==> config.mk <==
export PLATFORM = sky130hd
export DESIGN_NAME = key_entry_ctrl
export DESIGN_NICKNAME = d
export VERILOG_FILES = /design/src/rtl/key_entry_ctrl.sv
export SDC_FILE = /design/constraint.sdc
export NUM_CORES = 1
export LEC_CHECK = 0
export ABC_AREA = 1
export BUFFER_PORTS_ARGS = -buffer_cell sky130_fd_sc_hd__buf_4
export CAP_MARGIN = 20
export CORE_MARGIN = 5
export CORE_UTILIZATION = 45
export CTS_CLUSTER_DIAMETER = 50
export DETAILED_ROUTE_END_ITERATION = 7
export PLACE_DENSITY = 0.69
export SLEW_MARGIN = 40
export SYNTH_ARGS = -nofsm -noshare
export SYNTH_HDL_FRONTEND = slang
export SYNTH_SLANG_ARGS = --single-unit
==> constraint.sdc <==
create_clock -name clk -period 4.5 [get_ports clk]
set_clock_uncertainty 0.05 [all_clocks]
set_input_delay 0.9 -clock clk [delete_from_list [all_inputs] [get_ports clk]]
set_output_delay 0.9 -clock clk [all_outputs]
set_load 0.02 [all_outputs]
==> src/rtl/key_entry_ctrl.sv <==
// PS/2 set-2 scan-code sequencer building a BCD entry and handing operands to the datapath.
// Optional auto-repeat suppression: define KEY_TYPEMATIC_FILTER_EN.
module key_entry_ctrl #(
    parameter int MAX_DIGITS = 4
) (
    input  logic                    clk,
    input  logic                    rst,
    input  logic [7:0]              byte_in,
    input  logic                    byte_valid,
    input  logic                    operand_ack,
    output logic [4*MAX_DIGITS-1:0] entry,
    output logic [2:0]              digit_count,
    output logic [4*MAX_DIGITS-1:0] operand,
    output logic                    operand_valid,
    output logic                    key_released,
    output logic [7:0]              released_code,
    output logic                    overflow
);

    localparam int         W       = 4 * MAX_DIGITS;
    localparam logic [2:0] MAX_CNT = 3'(MAX_DIGITS);

    typedef enum logic [1:0] {S_IDLE, S_EXT, S_BREAK, S_EXT_BREAK} state_t;

    state_t       r_state, w_state_nxt;
    logic [W-1:0] r_entry, w_entry_nxt;
    logic [2:0]   r_count, w_count_nxt;
    logic [W-1:0] r_operand, w_operand_nxt;
    logic         r_operand_valid, w_operand_valid_nxt;
    logic         r_key_released, w_key_released_nxt;
    logic [7:0]   r_released_code, w_released_code_nxt;
    logic         r_overflow, w_overflow_nxt;
    logic [7:0]   r_last_make, w_last_make_nxt;
    logic         w_make_act;
    logic         w_enter;
    logic         w_repeat;
    logic [4:0]   w_digit;

    // Returns {is_digit, bcd_value}.
    function automatic logic [4:0] decode_digit(input logic [7:0] code);
        case (code)
            8'h45:   return 5'h10;
            8'h16:   return 5'h11;
            8'h1E:   return 5'h12;
            8'h26:   return 5'h13;
            8'h25:   return 5'h14;
            8'h2E:   return 5'h15;
            8'h36:   return 5'h16;
            8'h3D:   return 5'h17;
            8'h3E:   return 5'h18;
            8'h46:   return 5'h19;
            default: return 5'h00;
        endcase
    endfunction

    assign w_digit = decode_digit(byte_in);

`ifdef KEY_TYPEMATIC_FILTER_EN
    assign w_repeat = (byte_in == r_last_make);
`else
    assign w_repeat = 1'b0;
`endif

    always_comb begin
        // NOTE: every signal gets a default before any branch, so no latch is inferred.
        w_state_nxt         = r_state;
        w_entry_nxt         = r_entry;
        w_count_nxt         = r_count;
        w_operand_nxt       = r_operand;
        w_operand_valid_nxt = r_operand_valid & ~operand_ack;
        w_key_released_nxt  = 1'b0;
        w_released_code_nxt = r_released_code;
        w_overflow_nxt      = 1'b0;
        w_last_make_nxt     = r_last_make;
        w_make_act          = 1'b0;
        w_enter             = 1'b0;

        if (byte_valid) begin
            case (r_state)
                S_IDLE: begin
                    if (byte_in == 8'hE0) begin
                        w_state_nxt = S_EXT;
                    end else if (byte_in == 8'hF0) begin
                        w_state_nxt = S_BREAK;
                    end else if (!w_repeat) begin
                        w_last_make_nxt = byte_in;
                        w_make_act      = 1'b1;
                    end
                end
                S_EXT: begin
                    if (byte_in == 8'hF0) begin
                        w_state_nxt = S_EXT_BREAK;
                    end else if (byte_in != 8'hE0) begin
                        w_enter     = (byte_in == 8'h5A);
                        w_state_nxt = S_IDLE;
                    end
                end
                default: begin
                    if (byte_in != 8'hF0 && byte_in != 8'hE0) begin
                        w_released_code_nxt = byte_in;
                        w_key_released_nxt  = 1'b1;
                        if (byte_in == r_last_make) w_last_make_nxt = 8'h00;
                        w_state_nxt = S_IDLE;
                    end
                end
            endcase
        end

        if (w_make_act) begin
            if (w_digit[4]) begin
                if (r_count < MAX_CNT) begin
                    w_entry_nxt = {r_entry[W-5:0], w_digit[3:0]};
                    w_count_nxt = r_count + 3'd1;
                end else begin
                    w_overflow_nxt = 1'b1;
                end
            end else begin
                case (byte_in)
                    8'h66: if (r_count != 3'd0) begin
                        w_entry_nxt = {4'h0, r_entry[W-1:4]};
                        w_count_nxt = r_count - 3'd1;
                    end
                    8'h76: begin
                        w_entry_nxt = '0;
                        w_count_nxt = 3'd0;
                    end
                    8'h5A:   w_enter = 1'b1;
                    default: ;
                endcase
            end
        end

        // A same-cycle ack frees the slot, so the new operand can load immediately.
        if (w_enter && (!r_operand_valid || operand_ack)) begin
            w_operand_nxt       = r_entry;
            w_operand_valid_nxt = 1'b1;
            w_entry_nxt         = '0;
            w_count_nxt         = 3'd0;
        end
    end

    always_ff @(posedge clk) begin
        // NOTE: sequential state uses non-blocking assignments only.
        if (rst) begin
            r_state         <= S_IDLE;
            r_entry         <= '0;
            r_count         <= 3'd0;
            r_operand       <= '0;
            r_operand_valid <= 1'b0;
            r_key_released  <= 1'b0;
            r_released_code <= 8'h00;
            r_overflow      <= 1'b0;
            r_last_make     <= 8'h00;
        end else begin
            r_state         <= w_state_nxt;
            r_entry         <= w_entry_nxt;
            r_count         <= w_count_nxt;
            r_operand       <= w_operand_nxt;
            r_operand_valid <= w_operand_valid_nxt;
            r_key_released  <= w_key_released_nxt;
            r_released_code <= w_released_code_nxt;
            r_overflow      <= w_overflow_nxt;
            r_last_make     <= w_last_make_nxt;
        end
    end

    assign entry         = r_entry;
    assign digit_count   = r_count;
    assign operand       = r_operand;
    assign operand_valid = r_operand_valid;
    assign key_released  = r_key_released;
    assign released_code = r_released_code;
    assign overflow      = r_overflow;

endmodule

## Word-level counts from Yosys, hierarchy flattened

Cells that the tools add are included.

| storage, ports and cells | value |
|---|---|
| bits in registers | 48 |
| latch bits | 0 |
| bits in writable memories | 0 |
| memory bits (read-only) | 0 |
| input bits | 12 |
| output and inout bits | 46 |
| logic and storage cells | 83 |
| memories kept | 0 |

| operators by class | value |
|---|---|
| add/subtract/negate cells | 2 |
| multiply operators | 0 |
| div/mod/pow operators | 0 |
| magnitude comparators | 1 |
| equality and inequality tests | 22 |
| shift-type cells | 0 |
| mux-type cells | 29 |
| bitwise logic cells | 6 |
| reductions and logical operators | 15 |

Operators with widths:

| cell | count |
|---|---|
| 5-bit one-hot mux with 10 select lines | 1 |
| 8-bit by 6-bit equality test with 1-bit output (second input constant) | 6 |
| 16-bit 2-to-1 mux | 3 |
| 8-bit by 7-bit equality test with 1-bit output (second input constant) | 5 |
| 16-bit one-hot mux with 2 select lines | 1 |
| 8-bit by 5-bit equality test with 1-bit output (second input constant) | 2 |
| 8-bit equality test (second input constant) | 2 |
| 8-bit inequality test (second input constant) | 2 |
| 1-bit 2-to-1 mux | 14 |
| 2-bit 2-to-1 mux | 5 |
| 3-bit 2-to-1 mux | 3 |
| 3-bit inequality test (second input constant) | 3 |
| 3-bit nonzero test | 3 |
| 4-bit AND reduction | 2 |
| 3-bit one-hot mux with 2 select lines | 1 |
| 1-bit inverter | 5 |
| 2-bit one-hot mux with 2 select lines | 1 |
| 2-bit OR reduction | 2 |
| 4-bit OR reduction | 1 |
| 3-bit by 1-bit adder with 3-bit output (second input constant) | 1 |
| 3-bit < comparator (second input constant) | 1 |
| 3-bit AND reduction | 1 |
| 3-bit OR reduction | 1 |
| 3-bit by 1-bit subtractor with 3-bit output (second input constant) | 1 |
| 7 further kinds | 8 |

## Depth between registers and ports, before layout

| logic depth | value |
|---|---|
| word-level depth | 10 |
| gate-level depth with buffers | 13 |
| mapped depth without buffers | 12 |

## Least setup slack after synthesis

No wires, ideal clock.

| timing path | value |
|---|---|
| path kind | in2reg |
| from | input port byte_in[3] |
| to | register r_entry[11] (netlist: entry[11]) |
| arrival | 2081 ps |
| required time | 4329 ps |
| path slack | 2248 ps |
| stages on the path | 13 |
| path buffers | 2 |
| cell sequence | inv_1 nand2_1 nor2_2 buf_6 nand2_2 nand2_2 nor2_4 nand3_4 nand2_4 nand3_4 buf_6 nand2_1 a21oi_1 |

| on the way | value |
|---|---|
| longest elaborated chain between the ends | 10 |
| elaborated cells on any way between the ends | 36 |
| classes of those cells | eq/ne (18); mux (14); reduce/logical (4) |

Ends and longest elaborated chain:

| element | line | RTL |
|---|---|---|
| start: declaration | 8 | `input logic [7:0] byte_in,` |
| 8-bit by 7-bit equality test with 1-bit output or 8-bit inequality test (tied branches) | 94, 118, 93 |  |
| 1-bit 2-to-1 mux | 93 | `end else if (byte_in != 8'hE0) begin` |
| 1-bit 2-to-1 mux | 91 | `if (byte_in == 8'hF0) begin` |
| 1-bit 2-to-1 mux | 79 | `case (r_state)` |
| 1-bit 2-to-1 mux | 78 | `if (byte_valid) begin` |
| 1-bit 2-to-1 mux | 118 | `case (byte_in)` |
| 1-bit 2-to-1 mux | 110 | `if (w_digit[4]) begin` |
| 1-bit 2-to-1 mux | 109 | `if (w_make_act) begin` |
| 1-bit logical AND | 134 | `if (w_enter && (!r_operand_valid \|\| operand_ack)) begin` |
| 2-bit OR reduction (no source line) | - |  |
| end signal: assignment | 156 | `r_entry <= w_entry_nxt;` |
| end: declaration | 26 | `logic [W-1:0] r_entry, w_entry_nxt;` |

Several ways; a longest one is shown, not always the timed one.
A chain may end at the register's enable or synchronous reset.

## Worst setup path after layout

| timing path | value |
|---|---|
| from | input port byte_in[0] |
| to | register r_count[2] (netlist: digit_count[2]) |

| on the way | value |
|---|---|
| longest elaborated chain between the ends | 10 |
| elaborated cells on any way between the ends | 36 |
| classes of those cells | eq/ne (18); mux (14); reduce/logical (4) |

Ends and longest elaborated chain:

| element | line | RTL |
|---|---|---|
| 8-bit by 7-bit equality test with 1-bit output or 8-bit inequality test (tied branches) | 94, 118, 93 |  |
| 1-bit 2-to-1 mux | 93 |  |
| 1-bit 2-to-1 mux | 91 |  |
| 1-bit 2-to-1 mux | 79 |  |
| 1-bit 2-to-1 mux | 78 |  |
| 1-bit 2-to-1 mux | 118 |  |
| 1-bit 2-to-1 mux | 110 |  |
| 1-bit 2-to-1 mux | 109 |  |
| 1-bit logical AND | 134 |  |
| 2-bit OR reduction (no source line) | - |  |
| end signal: assignment | 157 | `r_count <= w_count_nxt;` |
| end: declaration | 27 | `logic [2:0] r_count, w_count_nxt;` |

Several ways; a longest one is shown, not always the timed one.

==> impl_metrics.yaml <==
critical_path:
  setup.worst_path.end_class: "flop"
  setup.worst_path.class: "in2reg"
  crit-reg2reg-capture: "operand[13]$_SDFFE_PP0P_"
  cp_max_fo: 20
  depth_of_the_worst_register_to_register_path: 9
  crit_arrival_ns: 2.91
  r2r_start: "r_state[1]$_SDFFE_PP0P_"
  worstPathRequired_ns: 4.62
  critPathLaunchType: "input pin"
  flop_to_flop_setup_slack_ns: 2.41
min_path:
  holdCritPathClass: "reg2reg"
  worstHoldPathCells: 2
  hold-path-endpoint: "operand[15]$_SDFFE_PP0P_"
  hold_start: "operand[15]$_SDFFE_PP0P_"
synthesis:
  synth_area_per_cell_um2: 6.95
  syn_inst: 352
  postSynthRegisterBits: 48
  synth-seq-area-share_pct: 39.3
  dominantRegCellSynth: "sky130_fd_sc_hd__dfxtp_1"
  post_synthesis_compound_gate_area_fraction_pct: 15.1
  synth_mux_area_share_pct: 0
  synth_fp_nets: 367
  synth-async-reset-ratio_pct: 0
  synthXorXnorAreaFrac_pct: 0
  dominant_combinational_cell_family_by_area_after_synthesis: "simple AND/OR/NAND/NOR gates"
  number_of_flops_mapped_to_enable_cells_by_yosys: 0
  synthesis.yosys.warnings: 0
  netlist_area_um2: 2450
  synth_adder_area_share_pct: 1.53
  synth.distinct_cells: 26
  yosys.area_share.simple_pct: 36.5
clocking:
  postCtsSetupBuffers: 0
  numCtsBuffers: 5
  tritoncts_clock_tree: "built"
  cts.hold.buffers_added: 0
  cts_resized: 0
  clock_path_buffers: 2
  clock_sinks: 48
  cts_root_buf: "sky130_fd_sc_hd__clkbuf_8"
  clk_latency_ns: 0.30
  htree_num_levels: 2
  clk_pin_slew_ns: 0.08
global_routing:
  grt_pass1_vias: 2187
  global_route_wire_length_before_repair_um: 10300
  overflow: 0
  grtUsageTotal_pct: 17.6
  grt_max_degree: 29
  grt_antenna_before_repair: 0
routing:
  detail_route.vias_per_cell: 5.13
  drc_errors: 0
  postRouteWirelength_um: 6040
  detail-route-antenna-nets: 0
  detailedRoute.firstIterationViolations: 172
  vias: 2416
  wire_per_inst_um: 12.8
  detail_route.first_pass.iterations: 5
sta:
  final-hold-violation-count: 0
  fin_tns_setup_ns: 0
  max_freq_mhz: 358
  worst_pin_slew_ns: 0.736
  layout_min_cycle_time_ns: 2.79
  final_max_slew_violation_count: 0
  slew_headroom_pct: 50.7
  grt_setup_unrepaired: "false"
  share_of_the_cycle_needed_by_the_critical_path_after_routing_pct: 62.0
  finalSetupViolCount: 0
power:
  pwr_density_cell_nw_per_um2: 265
  power.ir.vdd_worst_mv: 0.125
  leakage_uw: 0.00136
floorplanning:
  floorplan.io_pins: 58
  placeableCoreArea_um2: 5200
  core.rowCount: 26
  effective_utilization_at_floorplan_pct: 47.0
  floorplan.die_area_um2: 7010
  floorplan.die.height_um: 83.7
  dieWidth_um: 83.7
placement:
  placed_cells_incl_taps: 464
  dp_hpwl_um: 4540
  routabilityCongestion: 0.879
  io_buffers: 57
final_layout:
  antenna_cells: 0
  final_net_count: 416
  area.growth.synth_to_final_pct: 21.2
  final_cell_count_no_fill: 471
  layout.filler_cells: 518
  final_layout_size_suffix_gt1_share_pct: 20.7
job:
  maxcap_violations: 0
outcome:
  status: "completed"
-- Yosys cell counts, types with 3 or more instances --
cell type,n,share of area (%)
sky130_fd_sc_hd__a21boi_0,11,3.4
sky130_fd_sc_hd__a21oi_1,28,5.7
sky130_fd_sc_hd__buf_2,5,1.0
sky130_fd_sc_hd__buf_6,3,1.4
sky130_fd_sc_hd__clkbuf_1,6,0.92
sky130_fd_sc_hd__dfxtp_1,48,39
sky130_fd_sc_hd__ha_1,3,1.5
sky130_fd_sc_hd__inv_1,19,2.9
sky130_fd_sc_hd__inv_2,4,0.61
sky130_fd_sc_hd__nand2_1,78,12
sky130_fd_sc_hd__nand2_2,5,1.3
sky130_fd_sc_hd__nand3_1,21,4.3
sky130_fd_sc_hd__nand4_1,21,5.4
sky130_fd_sc_hd__nor2_1,55,8.4
sky130_fd_sc_hd__nor2_4,3,1.4
sky130_fd_sc_hd__o21ai_0,28,5.7
-- final cells by class --
type / count / area, um^2 / share of cell area [%]
clock buffers: 6 / 82.6 / 2.78
clock inverters: 1 / 8.76 / 0.295
inverters: 24 / 90.1 / 3.04
multi-input cells: 264 / 1300 / 43.8
flip-flops and latches: 48 / 961 / 32.4
well taps: 70 / 87.6 / 2.95
repair buffers: 58 / 435 / 14.7
-- worst max-delay path by stage --
stage	startpoint	slack, ns	to	cells after the start
floorplan	byte_in[3]	2.25	entry[11]$_SDFFE_PP0P_	13
global placement	byte_in[3]	1.52	digit_count[2]$_SDFFE_PP0P_	13
detailed placement	byte_in[3]	1.43	digit_count[2]$_SDFFE_PP0P_	13
CTS	byte_in[3]	1.75	digit_count[2]$_SDFFE_PP0P_	13
global route	byte_in[3]	1.45	entry[8]$_SDFFE_PP0P_	12
finish	byte_in[0]	1.71	digit_count[2]$_SDFFE_PP0P_	13
-- layer usage --
layer | track usage [%] | routed length, um | up-vias
met5 | 0 | 0 | -
met4 | 7.16 | 121 | 0
met3 | 4.74 | 423 | 10
met2 | 26.9 | 2710 | 70
met1 | 23.5 | 2780 | 1068
li1 | - | - | 1268
-- flip-flops by register name, indices dropped and copies added (netlist names) --
name,flops
digit_count,3
entry,16
key_released,1
operand,16
operand_valid,1
overflow,1
r_state,2
released_code,8
-- cells by family (layout without fill, tap and decap cells) --
family          Yosys count  after routing
compound gates           68             68
buf+inv                  40             89
flops                    48             48
simple gates            193            193
fa+ha+maj                 3              3
-- power by group --
group | leakage, uW | total (uW) | internal (uW) | switching (uW)
Sequential | 0.000387 | 437 | 432 | 4.57
Combinational | 0.000926 | 87.8 | 29.9 | 57.8
Clock | 0.0000473 | 261 | 123 | 138
Total | 0.00136 | 785 | 585 | 201
-- stage by stage --
stage / hold WS, ns / power, uW / area [um^2] / setup WS [ns] / util (%)
6_report: 0.437 / 785 / 2970 / 1.71 / 57.0
5_1_grt: 0.459 / 826 / 2970 / 1.45 / 57.0
4_1_cts: 0.441 / 794 / 2970 / 1.75 / 57.0
3_5_place_dp: 0.424 / 534 / 2870 / 1.43 / 55.2
3_3_place_gp: 0.415 / 533 / 2870 / 1.52 / 55.2
2_1_floorplan: 0.450 / 504 / 2450 / 2.25 / -
-- cells in the final DEF (no fill, tap or decap) --
| master | instances |
|---|---|
| sky130_fd_sc_hd__nand2_4 | 1 |
| sky130_fd_sc_hd__nor2_1 | 55 |
| sky130_fd_sc_hd__clkbuf_8 | 6 |
| sky130_fd_sc_hd__a21boi_0 | 11 |
| sky130_fd_sc_hd__a21oi_1 | 28 |
| sky130_fd_sc_hd__nor2_2 | 2 |
| sky130_fd_sc_hd__nand4_1 | 21 |
| sky130_fd_sc_hd__dfxtp_1 | 48 |
| sky130_fd_sc_hd__nand3_1 | 21 |
| sky130_fd_sc_hd__ha_1 | 3 |
| sky130_fd_sc_hd__clkinv_1 | 1 |
| sky130_fd_sc_hd__o211ai_1 | 1 |
| sky130_fd_sc_hd__nor2_4 | 3 |
| sky130_fd_sc_hd__clkinv_4 | 1 |
| sky130_fd_sc_hd__nor3_2 | 1 |
| sky130_fd_sc_hd__or3_1 | 1 |
| sky130_fd_sc_hd__nand3_4 | 2 |
| sky130_fd_sc_hd__buf_4 | 58 |
| sky130_fd_sc_hd__nor3_1 | 2 |
| sky130_fd_sc_hd__nand2_2 | 5 |
| sky130_fd_sc_hd__nand2_1 | 78 |
| sky130_fd_sc_hd__o21ai_0 | 28 |
| sky130_fd_sc_hd__inv_2 | 4 |
| sky130_fd_sc_hd__nor4_1 | 1 |
| sky130_fd_sc_hd__inv_1 | 19 |
-- critical path, stage by stage --
cell and delay, ns:
sky130_fd_sc_hd__buf_4 0.12, sky130_fd_sc_hd__inv_2 0.07, sky130_fd_sc_hd__nand2_2 0.06, sky130_fd_sc_hd__nor2_2 0.54
sky130_fd_sc_hd__nand2_1 0.15, sky130_fd_sc_hd__nand2_1 0.13, sky130_fd_sc_hd__inv_2 0.13, sky130_fd_sc_hd__nand3_4 0.23
sky130_fd_sc_hd__nand2_4 0.17, sky130_fd_sc_hd__nand3_4 0.21, sky130_fd_sc_hd__nand2_1 0.08, sky130_fd_sc_hd__nand2_1 0.07
sky130_fd_sc_hd__nor2_1 0.04
Note: power is estimated with default switching activity, not from simulation.
